**src/rtl/i2c_pkg.sv**
```systemverilog
// Shared types and constants for the I2C master arbiter slice.
package i2c_pkg;

  localparam int I2C_ADDR_W         = 7;
  localparam int I2C_DATA_W         = 8;
  localparam int DEF_TIMEOUT_CYCLES = 64;

  typedef enum logic [1:0] {
    ST_IDLE  = 2'd0,
    ST_ISSUE = 2'd1,
    ST_WAIT  = 2'd2,
    ST_RESP  = 2'd3
  } arb_state_t;

  // Modulo-n increment used for the round-robin pointer.
  function automatic int wrap_inc(input int idx, input int n);
    return (idx + 1 >= n) ? 0 : idx + 1;
  endfunction

endpackage

```
**src/rtl/i2c_master_arbiter_if.sv**
```systemverilog
// Requester and i2c_master command/status bundle; master = arbiter view, slave = environment view.
interface i2c_master_arbiter_if #(
  parameter int N_REQ = 4
) ();
  import i2c_pkg::*;

  logic [N_REQ-1:0]            req_valid;
  logic [N_REQ-1:0]            req_ready;
  logic [I2C_ADDR_W*N_REQ-1:0] req_addr;
  logic [N_REQ-1:0]            req_rw;
  logic [I2C_DATA_W*N_REQ-1:0] req_wdata;
  logic [N_REQ-1:0]            rsp_valid;
  logic [I2C_DATA_W-1:0]       rsp_rdata;
  logic                        rsp_nack;
  logic                        rsp_timeout;
  logic                        m_start;
  logic                        m_stop;
  logic                        m_rw;
  logic [I2C_ADDR_W-1:0]       m_addr;
  logic [I2C_DATA_W-1:0]       m_wdata;
  logic                        m_busy;
  logic                        m_done;
  logic                        m_nack;
  logic [I2C_DATA_W-1:0]       m_rdata;

  modport master (
    input  req_valid, req_addr, req_rw, req_wdata, m_busy, m_done, m_nack, m_rdata,
    output req_ready, rsp_valid, rsp_rdata, rsp_nack, rsp_timeout,
           m_start, m_stop, m_rw, m_addr, m_wdata
  );

  modport slave (
    output req_valid, req_addr, req_rw, req_wdata, m_busy, m_done, m_nack, m_rdata,
    input  req_ready, rsp_valid, rsp_rdata, rsp_nack, rsp_timeout,
           m_start, m_stop, m_rw, m_addr, m_wdata
  );

endinterface

```
**src/rtl/rr_arbiter.sv**
```systemverilog
// Combinational round-robin pick: first set request scanning upward from rr_ptr, wrapping.
module rr_arbiter #(
  parameter int N_REQ = 4,
  parameter int PTR_W = $clog2(N_REQ)
) (
  input  logic [N_REQ-1:0] req_valid,
  input  logic [PTR_W-1:0] rr_ptr,
  output logic [PTR_W-1:0] grant,
  output logic             any_req
);

  // Scan downward in distance so the closest request to rr_ptr is written last.
  always_comb begin
    int idx;
    idx     = 0;
    grant   = '0;
    any_req = 1'b0;
    for (int i = N_REQ - 1; i >= 0; i--) begin
      idx = int'(rr_ptr) + i;
      if (idx >= N_REQ) idx = idx - N_REQ;
      if (req_valid[idx]) begin
        any_req = 1'b1;
        grant   = PTR_W'(idx);
      end
    end
  end

endmodule

```
**src/rtl/i2c_master_arbiter.sv**
```systemverilog
// Shares one i2c_master among N_REQ requesters: round-robin grant, command issue, completion/timeout wait, response.
module i2c_master_arbiter
  import i2c_pkg::*;
#(
  parameter int N_REQ          = 4,
  parameter int TIMEOUT_CYCLES = DEF_TIMEOUT_CYCLES
) (
  input  logic                 clk,
  input  logic                 reset,
  i2c_master_arbiter_if.master bus
);

  localparam int PTR_W = $clog2(N_REQ);
  localparam int CNT_W = $clog2(TIMEOUT_CYCLES);

  arb_state_t       state;
  logic [PTR_W-1:0] rr_ptr;
  logic [PTR_W-1:0] grant;
  logic [PTR_W-1:0] gnt_q;
  logic             any_req;
  logic [CNT_W-1:0] tmo_cnt;

  function automatic logic [N_REQ-1:0] onehot(input logic [PTR_W-1:0] idx);
    return N_REQ'(1) << idx;
  endfunction

  rr_arbiter #(.N_REQ(N_REQ), .PTR_W(PTR_W)) u_rr (
    .req_valid (bus.req_valid),
    .rr_ptr    (rr_ptr),
    .grant     (grant),
    .any_req   (any_req)
  );

  // Accept and start are same-cycle decodes; gating with reset keeps them low while held in reset.
  assign bus.req_ready = (reset && state == ST_IDLE && any_req) ? onehot(grant) : '0;
  assign bus.m_start   = (state == ST_ISSUE) && !bus.m_busy;

  always_ff @(posedge clk or negedge reset) begin
    if (!reset) begin
      state           <= ST_IDLE;
      rr_ptr          <= '0;
      gnt_q           <= '0;
      tmo_cnt         <= '0;
      bus.m_stop      <= 1'b0;
      bus.m_rw        <= 1'b0;
      bus.m_addr      <= '0;
      bus.m_wdata     <= '0;
      bus.rsp_valid   <= '0;
      bus.rsp_rdata   <= '0;
      bus.rsp_nack    <= 1'b0;
      bus.rsp_timeout <= 1'b0;
    end else begin
      bus.rsp_valid   <= '0;
      bus.rsp_rdata   <= '0;
      bus.rsp_nack    <= 1'b0;
      bus.rsp_timeout <= 1'b0;
      case (state)
        ST_IDLE: begin
          if (any_req) begin
            gnt_q       <= grant;
            bus.m_addr  <= bus.req_addr[int'(grant)*I2C_ADDR_W +: I2C_ADDR_W];
            bus.m_rw    <= bus.req_rw[grant];
            bus.m_wdata <= bus.req_wdata[int'(grant)*I2C_DATA_W +: I2C_DATA_W];
            bus.m_stop  <= 1'b1;
            state       <= ST_ISSUE;
          end
        end
        ST_ISSUE: begin
          if (!bus.m_busy) state <= ST_WAIT;
        end
        ST_WAIT: begin
          // Completion takes priority over a timeout landing in the same cycle.
          if (bus.m_done) begin
            bus.rsp_valid <= onehot(gnt_q);
            bus.rsp_nack  <= bus.m_nack;
            bus.rsp_rdata <= bus.m_rw ? bus.m_rdata : '0;
            bus.m_stop    <= 1'b0;
            state         <= ST_RESP;
          end else if (tmo_cnt == CNT_W'(TIMEOUT_CYCLES - 1)) begin
            bus.rsp_valid   <= onehot(gnt_q);
            bus.rsp_timeout <= 1'b1;
            bus.m_stop      <= 1'b0;
            state           <= ST_RESP;
          end else begin
            tmo_cnt <= tmo_cnt + 1'b1;
          end
        end
        ST_RESP: begin
          rr_ptr  <= PTR_W'(wrap_inc(int'(gnt_q), N_REQ));
          tmo_cnt <= '0;
          state   <= ST_IDLE;
        end
        default: state <= ST_IDLE;
      endcase
    end
  end

endmodule

```
**src/flat_wrapper.sv**
```systemverilog
// flat-port wrapper written by rule: the top's interface ports become plain ports
module i2c_master_arbiter_flat import i2c_pkg::*;
#(
  parameter int N_REQ          = 4,
  parameter int TIMEOUT_CYCLES = DEF_TIMEOUT_CYCLES
)
  (clk, reset, bus_req_valid, bus_req_addr, bus_req_rw, bus_req_wdata, bus_m_busy, bus_m_done, bus_m_nack, bus_m_rdata, bus_req_ready, bus_rsp_valid, bus_rsp_rdata, bus_rsp_nack, bus_rsp_timeout, bus_m_start, bus_m_stop, bus_m_rw, bus_m_addr, bus_m_wdata);
  i2c_master_arbiter_if #(.N_REQ(N_REQ)) bus_i ();
  input  logic clk;
  input  logic reset;
  input wire logic [$bits(bus_i.req_valid)-1:0] bus_req_valid;
  input wire logic [$bits(bus_i.req_addr)-1:0] bus_req_addr;
  input wire logic [$bits(bus_i.req_rw)-1:0] bus_req_rw;
  input wire logic [$bits(bus_i.req_wdata)-1:0] bus_req_wdata;
  input wire logic [$bits(bus_i.m_busy)-1:0] bus_m_busy;
  input wire logic [$bits(bus_i.m_done)-1:0] bus_m_done;
  input wire logic [$bits(bus_i.m_nack)-1:0] bus_m_nack;
  input wire logic [$bits(bus_i.m_rdata)-1:0] bus_m_rdata;
  output wire logic [$bits(bus_i.req_ready)-1:0] bus_req_ready;
  output wire logic [$bits(bus_i.rsp_valid)-1:0] bus_rsp_valid;
  output wire logic [$bits(bus_i.rsp_rdata)-1:0] bus_rsp_rdata;
  output wire logic [$bits(bus_i.rsp_nack)-1:0] bus_rsp_nack;
  output wire logic [$bits(bus_i.rsp_timeout)-1:0] bus_rsp_timeout;
  output wire logic [$bits(bus_i.m_start)-1:0] bus_m_start;
  output wire logic [$bits(bus_i.m_stop)-1:0] bus_m_stop;
  output wire logic [$bits(bus_i.m_rw)-1:0] bus_m_rw;
  output wire logic [$bits(bus_i.m_addr)-1:0] bus_m_addr;
  output wire logic [$bits(bus_i.m_wdata)-1:0] bus_m_wdata;
  assign bus_i.req_valid = bus_req_valid;
  assign bus_i.req_addr = bus_req_addr;
  assign bus_i.req_rw = bus_req_rw;
  assign bus_i.req_wdata = bus_req_wdata;
  assign bus_i.m_busy = bus_m_busy;
  assign bus_i.m_done = bus_m_done;
  assign bus_i.m_nack = bus_m_nack;
  assign bus_i.m_rdata = bus_m_rdata;
  assign bus_req_ready = bus_i.req_ready;
  assign bus_rsp_valid = bus_i.rsp_valid;
  assign bus_rsp_rdata = bus_i.rsp_rdata;
  assign bus_rsp_nack = bus_i.rsp_nack;
  assign bus_rsp_timeout = bus_i.rsp_timeout;
  assign bus_m_start = bus_i.m_start;
  assign bus_m_stop = bus_i.m_stop;
  assign bus_m_rw = bus_i.m_rw;
  assign bus_m_addr = bus_i.m_addr;
  assign bus_m_wdata = bus_i.m_wdata;
  i2c_master_arbiter #(.N_REQ(N_REQ), .TIMEOUT_CYCLES(TIMEOUT_CYCLES)) u_core (.clk(clk), .reset(reset), .bus(bus_i));
endmodule
```
**config.mk**
```make
export PLATFORM = sky130hd
export DESIGN_NAME = i2c_master_arbiter_flat
export DESIGN_NICKNAME = d
export VERILOG_FILES = /design/src/rtl/i2c_pkg.sv /design/src/rtl/i2c_master_arbiter_if.sv /design/src/rtl/rr_arbiter.sv /design/src/rtl/i2c_master_arbiter.sv /design/src/flat_wrapper.sv
export SDC_FILE = /design/constraint.sdc
export NUM_CORES = 1
export LEC_CHECK = 0
export BUFFER_PORTS_ARGS = -buffer_cell sky130_fd_sc_hd__buf_2
export CORE_AREA = 5 5 98 63
export DETAILED_ROUTE_END_ITERATION = 10
export DIE_AREA = 0 0 103 68
export GPL_TIMING_DRIVEN = 0
export PLACE_DENSITY = 0.94
export SETUP_SLACK_MARGIN = 0.5
export SLEW_MARGIN = 20
export SYNTH_ARGS = -nofsm -noshare
export SYNTH_HDL_FRONTEND = slang
export SYNTH_SLANG_ARGS = --single-unit
```
**constraint.sdc**
```tcl
create_clock -name clk -period 3.1 [get_ports clk]
set_clock_uncertainty 0.05 [all_clocks]
set_input_delay 0.31 -clock clk [delete_from_list [all_inputs] [get_ports clk]]
set_output_delay 0.31 -clock clk [all_outputs]
set_load 0.03 [all_outputs]
```
==> flow_metrics.py <==
metrics = {
    "placed_design": {
        "port_buffers": 116,
        "place_area_mm2": 0.00321,
        "hpwl_um": 5770,
        "place_congestion": 0.849,
    },
    "final_layout": {
        "layout-drive-gt1-share": 0.364,
        "final_cell_area_mm2": 0.00331,
        "diodes": 0,
        "area_growth_pct": 30.0,
        "final.fill_count": 469,
        "nNetsFinal": 476,
    },
    "drt": {
        "dr_total_vias": 2471,
        "drtIter0Drc": 128,
        "routed_wl_um": 7270,
        "ant_nets": 0,
        "via_per_inst": 5.42,
        "firstDrtPassIters": 5,
        "drcViolationCount": 0,
        "wire_per_inst_um": 15.9,
    },
    "timing": {
        "tightest_slew_ps": 956,
        "drv_slew": 0,
        "rsz0062_at_grt": "yes",
        "period_minus_slack_ps": 2520,
        "setup_tns_ps": 0,
        "fin_crit_sh": 0.813,
        "fmax_mhz": 397,
        "hold_violations": 0,
        "hold_ws_ps": 124,
        "setup_viol": 0,
        "relSlewSlack": 0.362,
    },
    "clock_network": {
        "cts_sinks": 43,
        "tritoncts": "yes",
        "postCtsSetupBuffers": 0,
        "ctsHoldBuffers": 0,
        "clockBufferDepth": 2,
        "ctsRootBufferMaster": "clkbuf_8",
        "cts.htree.levels": 2,
        "numCtsBuffers": 5,
        "clk_latency_ps": 280,
        "clkTransAtPathRegs_ps": 70,
    },
    "yosys": {
        "synth_edf_count": 0,
        "yosysWarningCount": 0,
        "synth_cell_types": 40,
        "syn-instance-count": 263,
        "syn_area_mm2": 0.00254,
        "syn_area_per_cell_um2": 9.68,
        "synth-seq-cells": 43,
        "synth_flop_cell": "dfrtp_1",
        "synthesis.nets": 353,
        "async_flop_share": 1.00,
        "seq_area_frac_synth": 0.423,
    },
    "global_routing": {
        "antenna_found_initial": 0,
        "grt_max_degree": 45,
        "grtUsageTotal": 0.214,
        "overflow": 0,
        "grt_pass1_wl_um": 11600,
        "grt_pass1_vias": 2459,
    },
    "job": {
        "maxCapViolCount": 0,
    },
    "pwr": {
        "ir_drop_uv": 488,
        "finalPower_mw": 2.76,
        "p_leak_nw": 1.76,
        "p_per_area_mw_per_mm2": 834,
    },
    "die": {
        "rows": 21,
        "core_area_mm2": 0.00531,
        "die_w_um": 103,
        "die_y_um": 68,
        "start_util": 0.479,
        "pin_count": 117,
        "die_area_mm2": 0.00700,
    },
    "setup_path": {
        "worstPathArrival_ps": 2160,
        "path_buf_inv": 5,
        "slowest_stage": "dfrtp_1",
        "crit_type": "flip-flop to output pin",
        "cp_top_family": "buffers and inverters",
        "crit_path_end_kind": "output pin",
        "max_stage_delay_ps": 420,
        "crit_fanout": 10,
        "start_kind": "flip-flop",
        "worstPathRequired_ps": 2740,
        "path_cells": "inv_1, ha_2, nand2b_1, buf_4, buf_4, inv_1, nand2_1, nor3_1, buf_2",
    },
    "min_path": {
        "hp-class": "input port to async pin",
    },
    "outcome": {
        "status": "completed",
    },
}
==> synthesized netlist by cell type (all sizes together), types with 2 or more instances <==
| library cell | n | area, um^2 |
|---|---|---|
| and2 | 9 | 56.3 |
| o21ai | 25 | 125 |
| a21oi | 3 | 15.0 |
| and3 | 24 | 150 |
| buf | 10 | 78.8 |
| mux2 | 2 | 22.5 |
| inv | 10 | 37.5 |
| nand3 | 4 | 20.0 |
| o31ai | 2 | 15.0 |
| a32o | 2 | 20.0 |
| a22o | 3 | 26.3 |
| nor4b | 2 | 17.5 |
| dfrtp | 43 | 1080 |
| a21boi | 17 | 128 |
| nor2 | 3 | 11.3 |
| nor2b | 2 | 15.0 |
| nor3 | 5 | 25.0 |
| mux2i | 17 | 170 |
| nand2b | 5 | 31.3 |
| clkbuf | 8 | 30.0 |
| nand2 | 32 | 136 |
| ha | 9 | 113 |
| o311ai | 16 | 140 |
==> cell families (layout without fill, tap and decap cells) <==
logic type,count (synthesis),count (layout),synth area share
simple gates,90,90,0.192
compound gates,74,74,0.208
flops,43,43,0.423
buf+inv,28,152,0.0575
mux,19,19,0.0757
fa+ha+maj,9,9,0.0442
==> state kept, by name, summed over array words and instances, names as in the netlist <==
signal / count
u_core.bus.m_wdata: 8
u_core.bus.rsp_rdata: 8
u_core.bus.m_addr: 7
u_core.tmo_cnt: 6
u_core.bus.rsp_valid: 4
u_core.gnt_q: 2
u_core.rr_ptr: 2
u_core.state: 2
u_core.bus.m_rw: 1
u_core.bus.m_stop: 1
u_core.bus.rsp_nack: 1
u_core.bus.rsp_timeout: 1
==> power breakdown <==
part           switching (mW)  internal, mW
sequential              0.145         0.751
combinational           0.967         0.569
clock                   0.172         0.158
total                    1.28          1.48
==> cell type report <==
cell class / count / area (um^2) / share of cell area
sequential: 43 / 1080 / 0.325
clock inverter: 1 / 5.00 / 0.00151
timing repair buffer: 116 / 583 / 0.176
multi-input combinational: 192 / 1340 / 0.404
clock buffer: 7 / 76.3 / 0.0231
tap: 69 / 86.3 / 0.0261
buffer: 18 / 109 / 0.0329
inverter: 10 / 37.5 / 0.0113
==> per-stage QoR <==
stage	utilization	std cells	setup WS [ps]
3_3_place_gp	0.605	448	785
3_5_place_dp	0.605	448	762
6_report	0.624	456	581
5_1_grt	0.624	456	427
4_1_cts	0.620	456	663
2_1_floorplan	-	263	905
==> cell usage in the layout, fill, tap and decap left out, types with 10 or more instances in the layout <==
cell type / instances
a21boi_0: 17
and3_1: 24
buf_2: 120
clkbuf_1: 10
dfrtp_1: 43
inv_1: 10
mux2i_1: 17
nand2_1: 31
o21ai_0: 12
o21ai_1: 13
o311ai_1: 15
==> timing repair <==
action                                  4_1_cts  5_1_grt
endpoints found under the hold margin         0        0
endpoints found under the setup margin        0        4
resized for setup                             0        5
==> layer usage <==
layer / GRT usage / up-vias / part of all wire
met1: 0.287 / 1136 / 0.44
li1: - / 1198 / -
met2: 0.352 / 129 / 0.46
met4: 0.0533 / 0 / 0.0096
met3: 0.0509 / 8 / 0.090
met5: 0 / - / 0
==> worst paths after layout <==
kind / startpoint / endpoint / slack [ps] / cells past startpoint
max in group asynchronous: reset / u_core.bus.m_addr[2] / 2280 / 1
min in group clk: bus_m_rdata[4] / u_core.bus.rsp_rdata[4] / 180 / 2
max: u_core.state[0] / bus_req_ready[2] / 580 / 9
max reg2reg: u_core.rr_ptr[1] / u_core.bus.m_wdata[6] / 1090 / 6
min reg2reg: u_core.bus.m_addr[6] / u_core.bus.m_addr[6] / 440 / 2
min: reset / u_core.bus.rsp_rdata[5] / 120 / 1
(Power assumes the default switching activity.)
